## config.mk

```make
export PLATFORM = sky130hd
export DESIGN_NAME = clock_field_ctrl_flat
export DESIGN_NICKNAME = d
export VERILOG_FILES = /design/src/rtl/clock_ctrl_pkg.sv /design/src/rtl/clock_field_ctrl_if.sv /design/src/rtl/clock_field_ctrl_btn_repeat.sv /design/src/rtl/clock_field_ctrl.sv /design/src/flat_wrapper.sv
export SDC_FILE = /design/constraint.sdc
export NUM_CORES = 1
export LEC_CHECK = 0
export CAP_MARGIN = 20
export CORE_AREA = 2 2 91 93
export CTS_BUF_LIST = sky130_fd_sc_hd__clkbuf_2 sky130_fd_sc_hd__clkbuf_4 sky130_fd_sc_hd__clkbuf_8
export CTS_CLUSTER_DIAMETER = 150
export DETAILED_ROUTE_END_ITERATION = 6
export DIE_AREA = 0 0 93 95
export PLACE_DENSITY = 0.62
export SYNTH_ARGS = -nofsm -noshare
export SYNTH_HDL_FRONTEND = slang
export SYNTH_HIERARCHICAL = 1
export SYNTH_SLANG_ARGS = --single-unit
export TNS_END_PERCENT = 100
```

## constraint.sdc

```tcl
create_clock -name i_clk -period 2 [get_ports i_clk]
set_input_delay 0.4 -clock i_clk [delete_from_list [all_inputs] [get_ports i_clk]]
set_output_delay 0.4 -clock i_clk [all_outputs]
set_load 0.01 [all_outputs]
```

## src/rtl/clock_ctrl_pkg.sv

```systemverilog
// Shared definitions for the clock field controller: state encoding and parameter defaults.
package clock_ctrl_pkg;

  typedef enum logic {
    C_RUN = 1'b0,
    C_SET = 1'b1
  } state_t;

  localparam int unsigned DEF_N_FIELDS      = 4;
  localparam int unsigned DEF_HOLD_DELAY    = 500;
  localparam int unsigned DEF_REPEAT_PERIOD = 100;
  localparam int unsigned DEF_BLINK_PERIOD  = 250;
  localparam int unsigned DEF_CNT_W         = 16;

endpackage

```

## src/rtl/clock_field_ctrl_if.sv

```systemverilog
// Button, carry and field-strobe signals between the button block, controller and counter chain.
interface clock_field_ctrl_if
  import clock_ctrl_pkg::*;
#(
  parameter int unsigned N_FIELDS = DEF_N_FIELDS
);
  localparam int unsigned CUR_W = $clog2(N_FIELDS);

  logic                i_set;
  logic                i_up;
  logic                i_down;
  logic                i_left;
  logic                i_right;
  logic [N_FIELDS-2:0] i_carryup;
  logic [N_FIELDS-1:0] o_up;
  logic [N_FIELDS-1:0] o_down;
  logic                o_set_mode;
  logic [CUR_W-1:0]    o_cursor;
  logic                o_blink;

  modport master (
    output i_set, i_up, i_down, i_left, i_right, i_carryup,
    input  o_up, o_down, o_set_mode, o_cursor, o_blink
  );

  modport slave (
    input  i_set, i_up, i_down, i_left, i_right, i_carryup,
    output o_up, o_down, o_set_mode, o_cursor, o_blink
  );
endinterface

```

## src/rtl/clock_field_ctrl_btn_repeat.sv

```systemverilog
// Edge-triggered strobe with hold-delay auto-repeat for one up/down button.
module btn_repeat
  import clock_ctrl_pkg::*;
#(
  parameter int unsigned HOLD_DELAY    = DEF_HOLD_DELAY,
  parameter int unsigned REPEAT_PERIOD = DEF_REPEAT_PERIOD,
  parameter int unsigned CNT_W         = DEF_CNT_W
) (
  input  logic clk,
  input  logic rst_n,
  input  logic enable,
  input  logic clear,
  input  logic button,
  input  logic suppress,
  output logic strobe
);

  logic             prev;
  logic             armed;
  logic             repeating;
  logic [CNT_W-1:0] cnt;
  logic             rise;

  assign rise = button & ~prev;

  // armed only after a genuine press, so a button held across SET entry stays silent
  always_ff @(posedge clk) begin
    if (!rst_n) begin
      prev      <= 1'b0;
      armed     <= 1'b0;
      repeating <= 1'b0;
      cnt       <= '0;
      strobe    <= 1'b0;
    end else begin
      prev   <= button;
      strobe <= 1'b0;
      if (clear || !enable || !button) begin
        armed     <= 1'b0;
        repeating <= 1'b0;
        cnt       <= '0;
      end else if (rise) begin
        strobe    <= 1'b1;
        armed     <= 1'b1;
        repeating <= 1'b0;
        cnt       <= CNT_W'(1);
      end else if (!armed || suppress) begin
        repeating <= 1'b0;
        cnt       <= '0;
      end else if (!repeating) begin
        if (cnt == CNT_W'(HOLD_DELAY)) begin
          strobe    <= 1'b1;
          repeating <= 1'b1;
          cnt       <= CNT_W'(1);
        end else begin
          cnt <= cnt + CNT_W'(1);
        end
      end else if (cnt == CNT_W'(REPEAT_PERIOD)) begin
        strobe <= 1'b1;
        cnt    <= CNT_W'(1);
      end else begin
        cnt <= cnt + CNT_W'(1);
      end
    end
  end

endmodule

```

## src/rtl/clock_field_ctrl.sv

```systemverilog
// Run/set controller driving up/down strobes for a chain of N_FIELDS cascaded time-field counters.
module clock_field_ctrl
  import clock_ctrl_pkg::*;
#(
  parameter int unsigned N_FIELDS      = DEF_N_FIELDS,
  parameter int unsigned HOLD_DELAY    = DEF_HOLD_DELAY,
  parameter int unsigned REPEAT_PERIOD = DEF_REPEAT_PERIOD,
  parameter int unsigned BLINK_PERIOD  = DEF_BLINK_PERIOD,
  parameter int unsigned CNT_W         = DEF_CNT_W
) (
  input  logic               i_clk,
  input  logic               i_rstn,
  clock_field_ctrl_if.slave  bus
);

  localparam int unsigned      CUR_W   = $clog2(N_FIELDS);
  localparam logic [CUR_W-1:0] CUR_MIN = CUR_W'(1);
  localparam logic [CUR_W-1:0] CUR_MAX = CUR_W'(N_FIELDS - 1);

  state_t              state;
  logic [CUR_W-1:0]    cursor;
  logic                blink;
  logic [CNT_W-1:0]    blink_cnt;
  logic                left_q;
  logic                right_q;
  logic                up_strobe;
  logic                down_strobe;
  logic                in_set;
  logic                mode_change;
  logic                move_left;
  logic                move_right;
  logic                both_held;
  logic [N_FIELDS-1:0] sel;
  logic [N_FIELDS-1:0] up_c;
  logic [N_FIELDS-1:0] down_c;

  assign in_set      = (state == C_SET);
  assign mode_change = in_set ? ~bus.i_set : bus.i_set;
  assign move_left   = (bus.i_left & ~left_q) & ~(bus.i_right & ~right_q);
  assign move_right  = (bus.i_right & ~right_q) & ~(bus.i_left & ~left_q);
  assign both_held   = bus.i_up & bus.i_down;

  btn_repeat #(
    .HOLD_DELAY(HOLD_DELAY), .REPEAT_PERIOD(REPEAT_PERIOD), .CNT_W(CNT_W)
  ) u_up (
    .clk(i_clk), .rst_n(i_rstn), .enable(in_set), .clear(mode_change),
    .button(bus.i_up), .suppress(both_held), .strobe(up_strobe)
  );

  btn_repeat #(
    .HOLD_DELAY(HOLD_DELAY), .REPEAT_PERIOD(REPEAT_PERIOD), .CNT_W(CNT_W)
  ) u_down (
    .clk(i_clk), .rst_n(i_rstn), .enable(in_set), .clear(mode_change),
    .button(bus.i_down), .suppress(both_held), .strobe(down_strobe)
  );

  // mode, cursor and blink phase; any edit restarts blink in the visible phase
  always_ff @(posedge i_clk) begin
    if (!i_rstn) begin
      state     <= C_RUN;
      cursor    <= CUR_MIN;
      blink     <= 1'b0;
      blink_cnt <= '0;
      left_q    <= 1'b0;
      right_q   <= 1'b0;
    end else begin
      left_q  <= bus.i_left;
      right_q <= bus.i_right;
      case (state)
        C_RUN: begin
          blink     <= 1'b0;
          blink_cnt <= '0;
          if (bus.i_set) begin
            state  <= C_SET;
            cursor <= CUR_MIN;
          end
        end
        C_SET: begin
          if (!bus.i_set) begin
            state     <= C_RUN;
            blink     <= 1'b0;
            blink_cnt <= '0;
          end else begin
            if (move_left) begin
              cursor <= (cursor == CUR_MAX) ? CUR_MIN : cursor + CUR_W'(1);
            end else if (move_right) begin
              cursor <= (cursor == CUR_MIN) ? CUR_MAX : cursor - CUR_W'(1);
            end
            if (move_left || move_right || up_strobe || down_strobe) begin
              blink     <= 1'b1;
              blink_cnt <= '0;
            end else if (blink_cnt == CNT_W'(BLINK_PERIOD - 1)) begin
              blink     <= ~blink;
              blink_cnt <= '0;
            end else begin
              blink_cnt <= blink_cnt + CNT_W'(1);
            end
          end
        end
        default: state <= C_RUN;
      endcase
    end
  end

  // field strobes: RUN passes carries straight through, SET steers edits to the cursor field
  always_comb begin
    sel    = N_FIELDS'(1) << cursor;
    up_c   = '0;
    down_c = '0;
    if (i_rstn) begin
      if (in_set) begin
        up_c   = up_strobe ? sel : '0;
        down_c = (down_strobe ? sel : '0) | N_FIELDS'(1);
      end else begin
        up_c = {bus.i_carryup, 1'b1};
      end
    end
  end

  assign bus.o_up       = up_c;
  assign bus.o_down     = down_c;
  assign bus.o_set_mode = in_set;
  assign bus.o_cursor   = cursor;
  assign bus.o_blink    = blink;

endmodule
```

## src/flat_wrapper.sv

```systemverilog
// flat-port wrapper written by rule: the top's interface ports become plain ports
module clock_field_ctrl_flat import clock_ctrl_pkg::*;
#(
  parameter int unsigned N_FIELDS      = DEF_N_FIELDS,
  parameter int unsigned HOLD_DELAY    = DEF_HOLD_DELAY,
  parameter int unsigned REPEAT_PERIOD = DEF_REPEAT_PERIOD,
  parameter int unsigned BLINK_PERIOD  = DEF_BLINK_PERIOD,
  parameter int unsigned CNT_W         = DEF_CNT_W
)
  (i_clk, i_rstn, bus_i_set, bus_i_up, bus_i_down, bus_i_left, bus_i_right, bus_i_carryup, bus_o_up, bus_o_down, bus_o_set_mode, bus_o_cursor, bus_o_blink);
  clock_field_ctrl_if #(.N_FIELDS(N_FIELDS)) bus_i ();
  input  logic i_clk;
  input  logic i_rstn;
  input wire logic [$bits(bus_i.i_set)-1:0] bus_i_set;
  input wire logic [$bits(bus_i.i_up)-1:0] bus_i_up;
  input wire logic [$bits(bus_i.i_down)-1:0] bus_i_down;
  input wire logic [$bits(bus_i.i_left)-1:0] bus_i_left;
  input wire logic [$bits(bus_i.i_right)-1:0] bus_i_right;
  input wire logic [$bits(bus_i.i_carryup)-1:0] bus_i_carryup;
  output wire logic [$bits(bus_i.o_up)-1:0] bus_o_up;
  output wire logic [$bits(bus_i.o_down)-1:0] bus_o_down;
  output wire logic [$bits(bus_i.o_set_mode)-1:0] bus_o_set_mode;
  output wire logic [$bits(bus_i.o_cursor)-1:0] bus_o_cursor;
  output wire logic [$bits(bus_i.o_blink)-1:0] bus_o_blink;
  assign bus_i.i_set = bus_i_set;
  assign bus_i.i_up = bus_i_up;
  assign bus_i.i_down = bus_i_down;
  assign bus_i.i_left = bus_i_left;
  assign bus_i.i_right = bus_i_right;
  assign bus_i.i_carryup = bus_i_carryup;
  assign bus_o_up = bus_i.o_up;
  assign bus_o_down = bus_i.o_down;
  assign bus_o_set_mode = bus_i.o_set_mode;
  assign bus_o_cursor = bus_i.o_cursor;
  assign bus_o_blink = bus_i.o_blink;
  clock_field_ctrl #(.N_FIELDS(N_FIELDS), .HOLD_DELAY(HOLD_DELAY), .REPEAT_PERIOD(REPEAT_PERIOD), .BLINK_PERIOD(BLINK_PERIOD), .CNT_W(CNT_W)) u_core (.i_clk(i_clk), .i_rstn(i_rstn), .bus(bus_i));
endmodule
```

==> flow_summary_export.csv, run 1 <==
group,metric,value,unit
setup_path,path_class,"flip-flop to flip-flop",
cts,cts-root-buf,"clkbuf_8",
logic_synthesis,ys_seq_area_frac,0.403,
logic_synthesis,synth_top_cell_by_area,"dfxtp_1",
placed_design,hpwlAfterDp,4.39,mm
timing,slew_violations,0,
floorplan,dieArea,0.00884,mm^2
floorplan,io_pins,22,
timing,finalWorstSetupSlack,99.1,ps
logic_synthesis,synth-adder-area-share,0.0649,
logic_synthesis,synth_warnings,6,
timing,hold_viol_final,0,
cts,cts_buffers,9,
power,p_per_area,619,mW/mm^2
final_layout,stdcell_area,0.00390,mm^2
final_layout,area_growth,26.6,%
floorplan,die_h,95,um
timing,hold_slack,434,ps
routing,firstDrtPassIters,4,
power,swShare,0.219,
routing,dr_total_vias,2529,
logic_synthesis,netlist_top_cells_count,"nor2_1, dfxtp_1, xnor2_1",
cts,cts.reportedPaths.clkPinSlew,70,ps
logic_synthesis,netlist.area_leader.share,0.403,
cts,hold_buffers,0,
routing,wl_per_cell,11.3,um
status,status,"completed",
logic_synthesis,synth_seq_cells,62,
power,ir_worst_vdd,0.357,mV
logic_synthesis,synth_nets,379,
final_layout,antenna_cells,0,
logic_synthesis,synth-edff-count,0,
logic_synthesis,synth_top_family_by_area,"simple AND/OR/NAND/NOR gates",
logic_synthesis,synth-xor-area-share,0.119,
floorplan,start_util,0.389,
worst_hold_path,hold_depth,2,
timing,setup_viol,0,
logic_synthesis,synthSimpleGateAreaFrac,0.303,
power,seqPwrFrac,0.520,
global_route,grt_pass1_vias,2408,
timing,period_share,0.950,
logic_synthesis,synthTopCellsByArea,"dfxtp_1, xnor2_1, nor2_1",
setup_path,worstPathArrival,2120,ps
logic_synthesis,syn_inst,353,
routing,drtIter0Drc,59,
timing,fin_skew,6.57,ps
cts,cts_max_level,3,
setup_path,endpoint_kind,"flip-flop",
logic_synthesis,async_reset_ff_frac,0,
final_layout,drive_gt1_frac,0.181,
logic_synthesis,synthMuxAreaShare,0.00325,
floorplan,core,0.00793,mm^2
power,p_int,1890,uW
final_layout,multi_input_area,0.00171,mm^2
power,pwr-share-comb,0.057,
global_route,grt_max_degree,17,
timing,rsz0062_at_grt,"no",
power,p_sw,529,uW
global_route,grt_use_total,0.148,
setup_path,required,2220,ps
worst_hold_path,worstHoldPathType,"flip-flop to flip-flop",
routing,drc,0,
cts,clk_latency,320,ps
floorplan,rows,33,
routing,wl,5.99,mm
power,p_total,2420,uW
timing,fmax,0.526,GHz
routing,viasPerCell,4.77,
setup_path,critPathLaunchType,"flip-flop",
timing,relSlewSlack,0.764,
flow_run,maxCapViolCount,0,
final_layout,nNetsFinal,446,
logic_synthesis,postSynthAreaPerCell,8.73,um^2
power,clock_power_share,0.423,
floorplan,die_w,93,um
logic_synthesis,yosysMostFrequentCell,"nor2_1",
logic_synthesis,synth_compound_area_frac,0.0499,
setup_path,worstPathMaxFanout,8,
placed_design,port_buffers,21,
global_route,grt_pass1_wl,10.5,mm
cts,postCtsSetupBuffers,0,
timing,layout_min_cycle_time,1900,ps
cts,clock-sinks,62,
global_route,antenna_found_initial,0,
placed_design,dpl_cell_area,0.00366,mm^2
logic_synthesis,yosysUniqueCellTypes,39,
final_layout,fillers,809,
cts,cts_max_path_buffers,2,
power,leakage,0.00134,uW
global_route,grt_overflow_total,0,
final_layout,final_core_util,0.492,
placed_design,dpl_worst_slack,-353,ps
placed_design,place_congestion,0.872,
final_layout,ff_latch_area,0.00125,mm^2
timing,tightest_slew,350,ps
routing,final_antenna_net_count,0,
logic_synthesis,ys.flop_type,"dfxtp_1",
cts,cts_tree,"yes",
setup_path,reg2reg_depth,7,
logic_synthesis,synth_area,0.00308,mm^2
final cells by class:
cell class,count,area share
inverter,24,0.0231
timing repair buffer,64,0.136
clock buffer,13,0.0442
tap,105,0.0337
sequential,62,0.320
multi-input combinational,259,0.439
clock inverter,3,0.00449
flip-flops by register name (all words and copies together), names as in the netlist, 2 cells and up:
name	cells
u_core/bus.o_cursor	2
u_core/u_down/cnt	16
u_core/blink_cnt	16
u_core/u_up/cnt	16
power groups by stage:
stage | clock network [uW] | registers [uW] | logic [uW]
floorplan | 0 | 1290 | 59.0
global placement | 0 | 1280 | 140
detailed placement | 0 | 1280 | 141
CTS | 1070 | 1260 | 139
global route | 1120 | 1260 | 156
finish | 1020 | 1260 | 139
critical path, stage by stage (launching register included):
cell and delay [ps]:
dfxtp_1 310, inv_1 70, ha_1 160, or4b_2 650
a2111oi_4 230, or2_1 160, buf_4 160, nor2_1 60
cells by family after synthesis:
family	Yosys count
fa+ha+maj	16
mux	1
buf+inv	32
compound gates	21
simple gates	179
flops	62
xor+xnor	42
per-layer routing:
layer  share of wire  vias to the layer above  global-route usage
met5               0                        -                   0
met2            0.48                       29               0.247
met3           0.029                        2              0.0407
met4          0.0062                        0              0.0490
li1                -                     1336                   -
met1            0.48                     1162               0.184
path summary, 6_finish.rpt:
check	slack [ps]	from	endpoint
worst max-delay path	100	u_core/u_down/cnt[0]	u_core/u_down/cnt[5]
worst min-delay path	430	u_core/u_up/armed	u_core/u_up/armed
worst max register to register	100	u_core/u_down/cnt[0]	u_core/u_down/cnt[5]
worst min register to register	430	u_core/u_up/armed	u_core/u_up/armed
per-stage QoR:
step,instances,TNS [ps]
final,530,0
after detailed placement,514,-13420
after global routing,530,0
after global placement,514,-12690
after floorplan,353,0
after CTS,530,0
what timing repair did:
item                       in CTS  in global routing
cloned                          0                  0
setup endpoints to repair       8                 51
resized for setup              15                 11
pin swaps                       0                  2
cells in the final DEF, fill, tap and decap left out, drive strengths merged, types with 4 or more instances in the layout:
cell	count
nor2	64
nand4	13
ha	16
nor3	12
xnor2	37
clkdlybuf4s50	12
nand3	21
a21oi	7
dlygate4sd2	6
buf	43
or4b	7
clkbuf	13
inv	24
nand4b	4
and2	10
xor2	5
nand2b	4
dfxtp	62
nor4	11
a21boi	5
nand2	19
Note: power is estimated with default switching activity, not from simulation.
==> run 2: changes to the inputs <==
Settings changed: CAP_MARGIN 20 to default, CTS_CLUSTER_DIAMETER 150 to default.
==> results of run 2 <==
Final layout, timing and power as in run 1 (identical DEF).
